===== src/rtl/mc_pkg.sv =====
// Shared encodings for the multi-cycle MIPS controller and its datapath:
// FSM states, instruction classes, opcode/funct values and mux selects.
package mc_pkg;

    localparam int OPW = 6;
    localparam int STW = 4;

    typedef enum logic [3:0] {
        S_FETCH  = 4'd0,
        S_DECODE = 4'd1,
        S_EXEC_R = 4'd2,
        S_WB_R   = 4'd3,
        S_EXEC_I = 4'd4,
        S_WB_I   = 4'd5,
        S_ADDR   = 4'd6,
        S_MEM_RD = 4'd7,
        S_MEM_WR = 4'd8,
        S_WB_MEM = 4'd9,
        S_BRANCH = 4'd10,
        S_JUMP   = 4'd11,
        S_JR     = 4'd12
    } state_t;

    typedef enum logic [3:0] {
        C_R_ALU   = 4'd0,
        C_NOP     = 4'd1,
        C_JR      = 4'd2,
        C_I_ALU   = 4'd3,
        C_LOAD    = 4'd4,
        C_STORE   = 4'd5,
        C_BEQ     = 4'd6,
        C_J       = 4'd7,
        C_JAL     = 4'd8,
        C_ILLEGAL = 4'd9
    } iclass_t;

    localparam logic [5:0] OP_RTYPE = 6'h00;
    localparam logic [5:0] OP_J     = 6'h02;
    localparam logic [5:0] OP_JAL   = 6'h03;
    localparam logic [5:0] OP_BEQ   = 6'h04;
    localparam logic [5:0] OP_ORI   = 6'h0d;
    localparam logic [5:0] OP_LUI   = 6'h0f;
    localparam logic [5:0] OP_LW    = 6'h23;
    localparam logic [5:0] OP_SW    = 6'h2b;

    localparam logic [5:0] FN_SLL = 6'h00;
    localparam logic [5:0] FN_JR  = 6'h08;
    localparam logic [5:0] FN_ADD = 6'h20;
    localparam logic [5:0] FN_SUB = 6'h22;

    localparam logic [1:0] PC_SRC_PC4 = 2'd0;
    localparam logic [1:0] PC_SRC_BR  = 2'd1;
    localparam logic [1:0] PC_SRC_J   = 2'd2;
    localparam logic [1:0] PC_SRC_RS  = 2'd3;

    localparam logic [1:0] REG_DST_RT = 2'd0;
    localparam logic [1:0] REG_DST_RD = 2'd1;
    localparam logic [1:0] REG_DST_RA = 2'd2;

    localparam logic [1:0] WD_ALU = 2'd0;
    localparam logic [1:0] WD_MDR = 2'd1;
    localparam logic [1:0] WD_PC  = 2'd2;

    localparam logic [1:0] SRCB_RT   = 2'd0;
    localparam logic [1:0] SRCB_IMM  = 2'd1;
    localparam logic [1:0] SRCB_BOFF = 2'd2;

    localparam logic [2:0] ALU_ADD = 3'd0;
    localparam logic [2:0] ALU_SUB = 3'd1;
    localparam logic [2:0] ALU_OR  = 3'd2;
    localparam logic [2:0] ALU_LUI = 3'd3;

endpackage


===== src/rtl/mc_decode.sv =====
// Combinational instruction classifier: opcode/funct -> class consumed by
// the control FSM. Anything not recognised classifies as illegal.
module mc_decode
    import mc_pkg::*;
#(
    parameter int OPW = 6
) (
    input  logic [OPW-1:0] opcode,
    input  logic [OPW-1:0] funct,
    output logic [3:0]     iclass
);

    always_comb begin
        iclass = C_ILLEGAL;
        case (opcode)
            OP_RTYPE: begin
                case (funct)
                    FN_ADD, FN_SUB: iclass = C_R_ALU;
                    FN_SLL:         iclass = C_NOP;
                    FN_JR:          iclass = C_JR;
                    default:        iclass = C_ILLEGAL;
                endcase
            end
            OP_ORI, OP_LUI: iclass = C_I_ALU;
            OP_LW:          iclass = C_LOAD;
            OP_SW:          iclass = C_STORE;
            OP_BEQ:         iclass = C_BEQ;
            OP_J:           iclass = C_J;
            OP_JAL:         iclass = C_JAL;
            default:        iclass = C_ILLEGAL;
        endcase
    end

endmodule


===== src/rtl/mc_ctrl.sv =====
// Multi-cycle control FSM for the single-memory MIPS datapath. One
// instruction at a time; stalls on mem_ready in FETCH and the memory states.
module mc_ctrl
    import mc_pkg::*;
#(
    parameter int OPW = 6,
    parameter int STW = 4
) (
    input  logic           clk,
    input  logic           reset,
    input  logic [OPW-1:0] opcode,
    input  logic [OPW-1:0] funct,
    input  logic           zero,
    input  logic           mem_ready,
    output logic           mem_req,
    output logic           mem_we,
    output logic           iord,
    output logic           ir_we,
    output logic           pc_we,
    output logic [1:0]     pc_src,
    output logic           reg_we,
    output logic [1:0]     reg_dst,
    output logic [1:0]     wd_sel,
    output logic [1:0]     alu_src_b,
    output logic [2:0]     alu_op,
    output logic           ext_op,
    output logic           illegal,
    output logic [STW-1:0] state_o
);

    state_t     state;
    logic [3:0] iclass;

    mc_decode #(.OPW(OPW)) u_decode (
        .opcode (opcode),
        .funct  (funct),
        .iclass (iclass)
    );

    // IR only loads in FETCH, so the class is stable from DECODE onwards and
    // can steer ADDR without a separate lw/sw flag.
    always_ff @(posedge clk) begin
        if (reset) begin
            state <= S_FETCH;
        end else begin
            case (state)
                S_FETCH:  if (mem_ready) state <= S_DECODE;
                S_DECODE: begin
                    case (iclass)
                        C_R_ALU:         state <= S_EXEC_R;
                        C_JR:            state <= S_JR;
                        C_I_ALU:         state <= S_EXEC_I;
                        C_LOAD, C_STORE: state <= S_ADDR;
                        C_BEQ:           state <= S_BRANCH;
                        C_J, C_JAL:      state <= S_JUMP;
                        default:         state <= S_FETCH;
                    endcase
                end
                S_EXEC_R: state <= S_WB_R;
                S_EXEC_I: state <= S_WB_I;
                S_ADDR:   state <= (iclass == C_LOAD) ? S_MEM_RD : S_MEM_WR;
                S_MEM_RD: if (mem_ready) state <= S_WB_MEM;
                S_MEM_WR: if (mem_ready) state <= S_FETCH;
                default:  state <= S_FETCH;
            endcase
        end
    end

    // Outputs decode from state; reset forces them all low so an abandoned
    // store never strobes in the reset cycle.
    always_comb begin
        mem_req   = 1'b0;
        mem_we    = 1'b0;
        iord      = 1'b0;
        ir_we     = 1'b0;
        pc_we     = 1'b0;
        pc_src    = PC_SRC_PC4;
        reg_we    = 1'b0;
        reg_dst   = REG_DST_RT;
        wd_sel    = WD_ALU;
        alu_src_b = SRCB_RT;
        alu_op    = ALU_ADD;
        ext_op    = 1'b0;
        illegal   = 1'b0;
        if (!reset) begin
            case (state)
                S_FETCH: begin
                    mem_req = 1'b1;
                    ir_we   = mem_ready;
                    pc_we   = mem_ready;
                end
                S_DECODE: illegal = (iclass == C_ILLEGAL);
                S_EXEC_R: begin
                    alu_src_b = SRCB_RT;
                    alu_op    = (funct == FN_SUB) ? ALU_SUB : ALU_ADD;
                end
                S_WB_R: begin
                    reg_we  = 1'b1;
                    reg_dst = REG_DST_RD;
                end
                S_EXEC_I: begin
                    alu_src_b = SRCB_IMM;
                    alu_op    = (opcode == OP_LUI) ? ALU_LUI : ALU_OR;
                end
                S_WB_I: reg_we = 1'b1;
                S_ADDR: begin
                    alu_src_b = SRCB_IMM;
                    ext_op    = 1'b1;
                end
                S_MEM_RD: begin
                    mem_req = 1'b1;
                    iord    = 1'b1;
                end
                S_MEM_WR: begin
                    mem_req = 1'b1;
                    iord    = 1'b1;
                    mem_we  = 1'b1;
                end
                S_WB_MEM: begin
                    reg_we = 1'b1;
                    wd_sel = WD_MDR;
                end
                S_BRANCH: begin
                    alu_op = ALU_SUB;
                    pc_src = PC_SRC_BR;
                    pc_we  = zero;
                end
                S_JUMP: begin
                    pc_we  = 1'b1;
                    pc_src = PC_SRC_J;
                    if (opcode == OP_JAL) begin
                        reg_we  = 1'b1;
                        reg_dst = REG_DST_RA;
                        wd_sel  = WD_PC;
                    end
                end
                S_JR: begin
                    pc_we  = 1'b1;
                    pc_src = PC_SRC_RS;
                end
                default: ;
            endcase
        end
    end

    assign state_o = reset ? STW'(S_FETCH) : STW'(state);

endmodule


===== config.mk =====
export PLATFORM = sky130hd
export DESIGN_NAME = mc_ctrl
export DESIGN_NICKNAME = d
export VERILOG_FILES = /design/src/rtl/mc_pkg.sv /design/src/rtl/mc_decode.sv /design/src/rtl/mc_ctrl.sv
export SDC_FILE = /design/constraint.sdc
export NUM_CORES = 1
export LEC_CHECK = 0
export ABC_AREA = 1
export CAP_MARGIN = 20
export CORE_MARGIN = 2
export CORE_UTILIZATION = 40
export CTS_CLUSTER_DIAMETER = 100
export DETAILED_ROUTE_END_ITERATION = 8
export GPL_TIMING_DRIVEN = 0
export HOLD_SLACK_MARGIN = 0.03
export PLACE_DENSITY = 0.87
export SKIP_LAST_GASP = 1
export SLEW_MARGIN = 25
export SYNTH_ARGS = -nofsm -noshare
export SYNTH_HDL_FRONTEND = slang
export SYNTH_SLANG_ARGS = --single-unit

===== constraint.sdc =====
create_clock -name clk -period 1.72 [get_ports clk]
set_input_delay 0.258 -clock clk [delete_from_list [all_inputs] [get_ports clk]]
set_output_delay 0.258 -clock clk [all_outputs]
set_load 0.05 [all_outputs]

==> summary.md <==
| Metric | Value |
|---|---|
| Synth top area cells | `nor2_1 (20%), nand2_1 (16%), inv_1 (15%), dfxtp_1 (9.8%), nand3_1 (6.8%)` |
| DR pass1 iterations | `4` |
| Tot Pwr | `0.534 mW` |
| Seq. cell area | `90.1 um^2` |
| RSZ-0062 raised after global routing | `yes` |
| Worst-Skew Late Latency | `0.23 ns` |
| I/O Buffers | `35` |
| WL final | `2.88 mm` |
| CTS tree | `done` |
| Post-placement cell area | `0.00124 mm^2` |
| Routed wire per std cell | `12.1 um` |
| Post-route DRC | `0` |
| Post-Layout Cell Count | `238` |
| Fraction of registers with async set/reset | `0` |
| Power Density | `373 mW/mm^2` |
| Post-synthesis sequential area ratio | `0.0983` |
| Pre-CTS setup slack | `-0.928 ns` |
| Critical Path AT | `1.51 ns` |
| Die Y | `49.1 um` |
| Worst path depth | `6` |
| Vias in the first global route | `1032` |
| Longest Clk Path Bufs | `2` |
| Initial antenna violation count | `0` |
| R2R setup slack | `0.28 ns` |
| Iter 0 DRT Violations | `40` |
| Synth Instances | `163` |
| Post-synth top area share | `0.203` |
| Layout cells sized above 1 | `0.436` |
| Clock sink count | `4` |
| Post-synth top area cell | `nor2_1` |
| Largest register by flop count | `state` |
| IO Count | `39` |
| Routed Antenna Nets | `0` |
| Final net count | `229` |
| VDD IR max | `514 uV` |
| Gr usage total | `0.218` |
| Leak Pwr | `0.789 nW` |
| Critical path's top delay family | `simple AND/OR/NAND/NOR gates` |
| Cell depth of the worst flop-to-flop path | `10` |
| Post-Syn Area per Cell | `5.00 um^2` |
| Design area | `0.00143 mm^2` |
| Final worst setup slack | `-0.0495 ns` |
| Overflow after GRT | `0` |
| Synth Flop Type | `dfxtp_1` |
| Crit Reg-Reg Endpoint | `state[0]` |
| Largest register FFs | `4` |
| Root buffer cell | `clkbuf_4` |
| Synth Register Bits | `4` |
| Max-cap violations | `0` |
| Placed cell count | `226` |
| CORE AREA | `0.00194 mm^2` |
| Initial Util | `0.419` |
| Yosys warning count | `0` |
| Top Registers | `state x4` |
| FP Rows | `16` |
| Slowest cell on crit path | `dfxtp_2` |
| CP Class | `reg -> out` |
| Distinct cell type count after synthesis | `25` |
| FMAX | `565 MHz` |
| Crit-path cells | `nand2_1 -> nor2_2 -> inv_2 -> nor3_4 -> a211o_1 -> buf_6` |
| Worst path max stage delay | `0.38 ns` |
| Final number of hold-violating endpoints | `0` |
| Final setup fails | `4` |
| Period utilisation layout | `1.03` |
| Cts hold-fix bufs | `0` |
| Fillers | `148` |
| Critical path fanouts, max | `4` |
| Die area | `0.00241 mm^2` |
| Vias | `1217` |
| Status | `complete, but fails checks` |
| CP Capture Type | `output port` |
| HP Class | `in -> reg` |
| Worst Setup Start Kind | `flip-flop` |
| Largest net degree at the start of global routing | `11` |
| Pins Over Slew Limit | `0` |
| Number of buffers created by CTS | `3` |
| Global-route wire length before repair | `4.31 mm` |
| H-tree depth | `1` |
| Post-DP HPWL | `1.92 mm` |
| Antenna Cells | `0` |
| Worst path bufs/invs | `2` |
| Period minus WS final | `1.77 ns` |
| Worst setup path endpoint | `reg_we` |
| Vias/cell | `5.11` |
| Worst r2r src | `state[2]` |
| WP data required | `1.46 ns` |
| Post-synth top cells | `nor2_1 (44), nand2_1 (34), inv_1 (32), nand3_1 (11), nand3_2 (5)` |
| Setup crit start | `state[0]` |
| Die width | `49.1 um` |
| Multi-input logic area | `736 um^2` |
| Number of synthesized flops with an enable pin | `0` |
| Failing checks | `negative setup slack` |
| Area Growth Syn to Fin | `75.4%` |
| Routability Congestion | `0.843` |
| Top-count cell post-synth | `nor2_1` |
| CTS clk-pin slew, worst paths | `0.04 ns` |
| Clock Skew | `0.00179 ns` |
| Synthesized area | `815 um^2` |
## how the worst min path moves through the flow
stage	start	endpoint	slack, ns	depth (start not counted)
after floorplan	mem_ready	state[2]	0.45	3
after global placement	reset	state[2]	0.51	2
after detailed placement	reset	state[2]	0.51	2
after CTS	reset	state[2]	0.26	2
after global routing	reset	state[2]	0.27	2
final	reset	state[2]	0.26	2
## layer usage
metal / global-route usage / part of all wire
met3: 0.0337 / 0.077
met4: 0.0381 / 0.011
met5: 0 / 0
met2: 0.399 / 0.50
met1: 0.270 / 0.41
## cells in the final DEF (no fill, tap or decap), drive strengths merged, types with 2 or more instances in the layout
master and instances:
nand4 2, clkbuf 7, nand2 34, buf 29, nor3 3, nand3 16, dlygate4sd2 6, inv 33
clkdlybuf4s50 3, conb 2, a21oi 4, o21ai 4, dfxtp 4, clkdlybuf4s15 2, nor2 50, dlymetal6s2s 5
## where the power goes
group / total (mW) / switching, mW / internal, mW
registers: 0.108 / 0.0101 / 0.0983
logic: 0.308 / 0.205 / 0.103
clock network: 0.117 / 0.0392 / 0.0781
## cell families after synthesis
kind of cell | count (synthesis) | share of synthesized area
AO/OA/AOI/OAI | 14 | 0.104
buffers and inverters | 38 | 0.198
flip-flops | 4 | 0.0983
other | 1 | 0.00460
AND/OR/NAND/NOR | 106 | 0.594
## layout make-up
type / count / share of cell area
Multi-Input combinational cell: 122 / 0.515
Tap cell: 27 / 0.0236
Clock buffer: 3 / 0.0158
Buffer: 5 / 0.0271
Sequential cell: 4 / 0.0630
Timing Repair Buffer: 44 / 0.269
Inverter: 33 / 0.0867
## repair_timing
action,in CTS,in global routing
setup endpoints to repair,21,16
gates resized for setup,119,60
setup buffers,2,7
pin swaps,6,19
## through the flow
| step | setup TNS, ns | hold slack (ns) | utilization |
|---|---|---|---|
| after global placement | -8.33 | 0.505 | 0.637 |
| after detailed placement | -8.83 | 0.511 | 0.637 |
| after global routing | -0.616 | 0.266 | 0.736 |
| after CTS | -0.363 | 0.261 | 0.648 |
| after floorplan | -0.671 | 0.454 | - |
| final | -0.119 | 0.264 | 0.736 |
No activity file was read; power rests on OpenSTA's default activity.
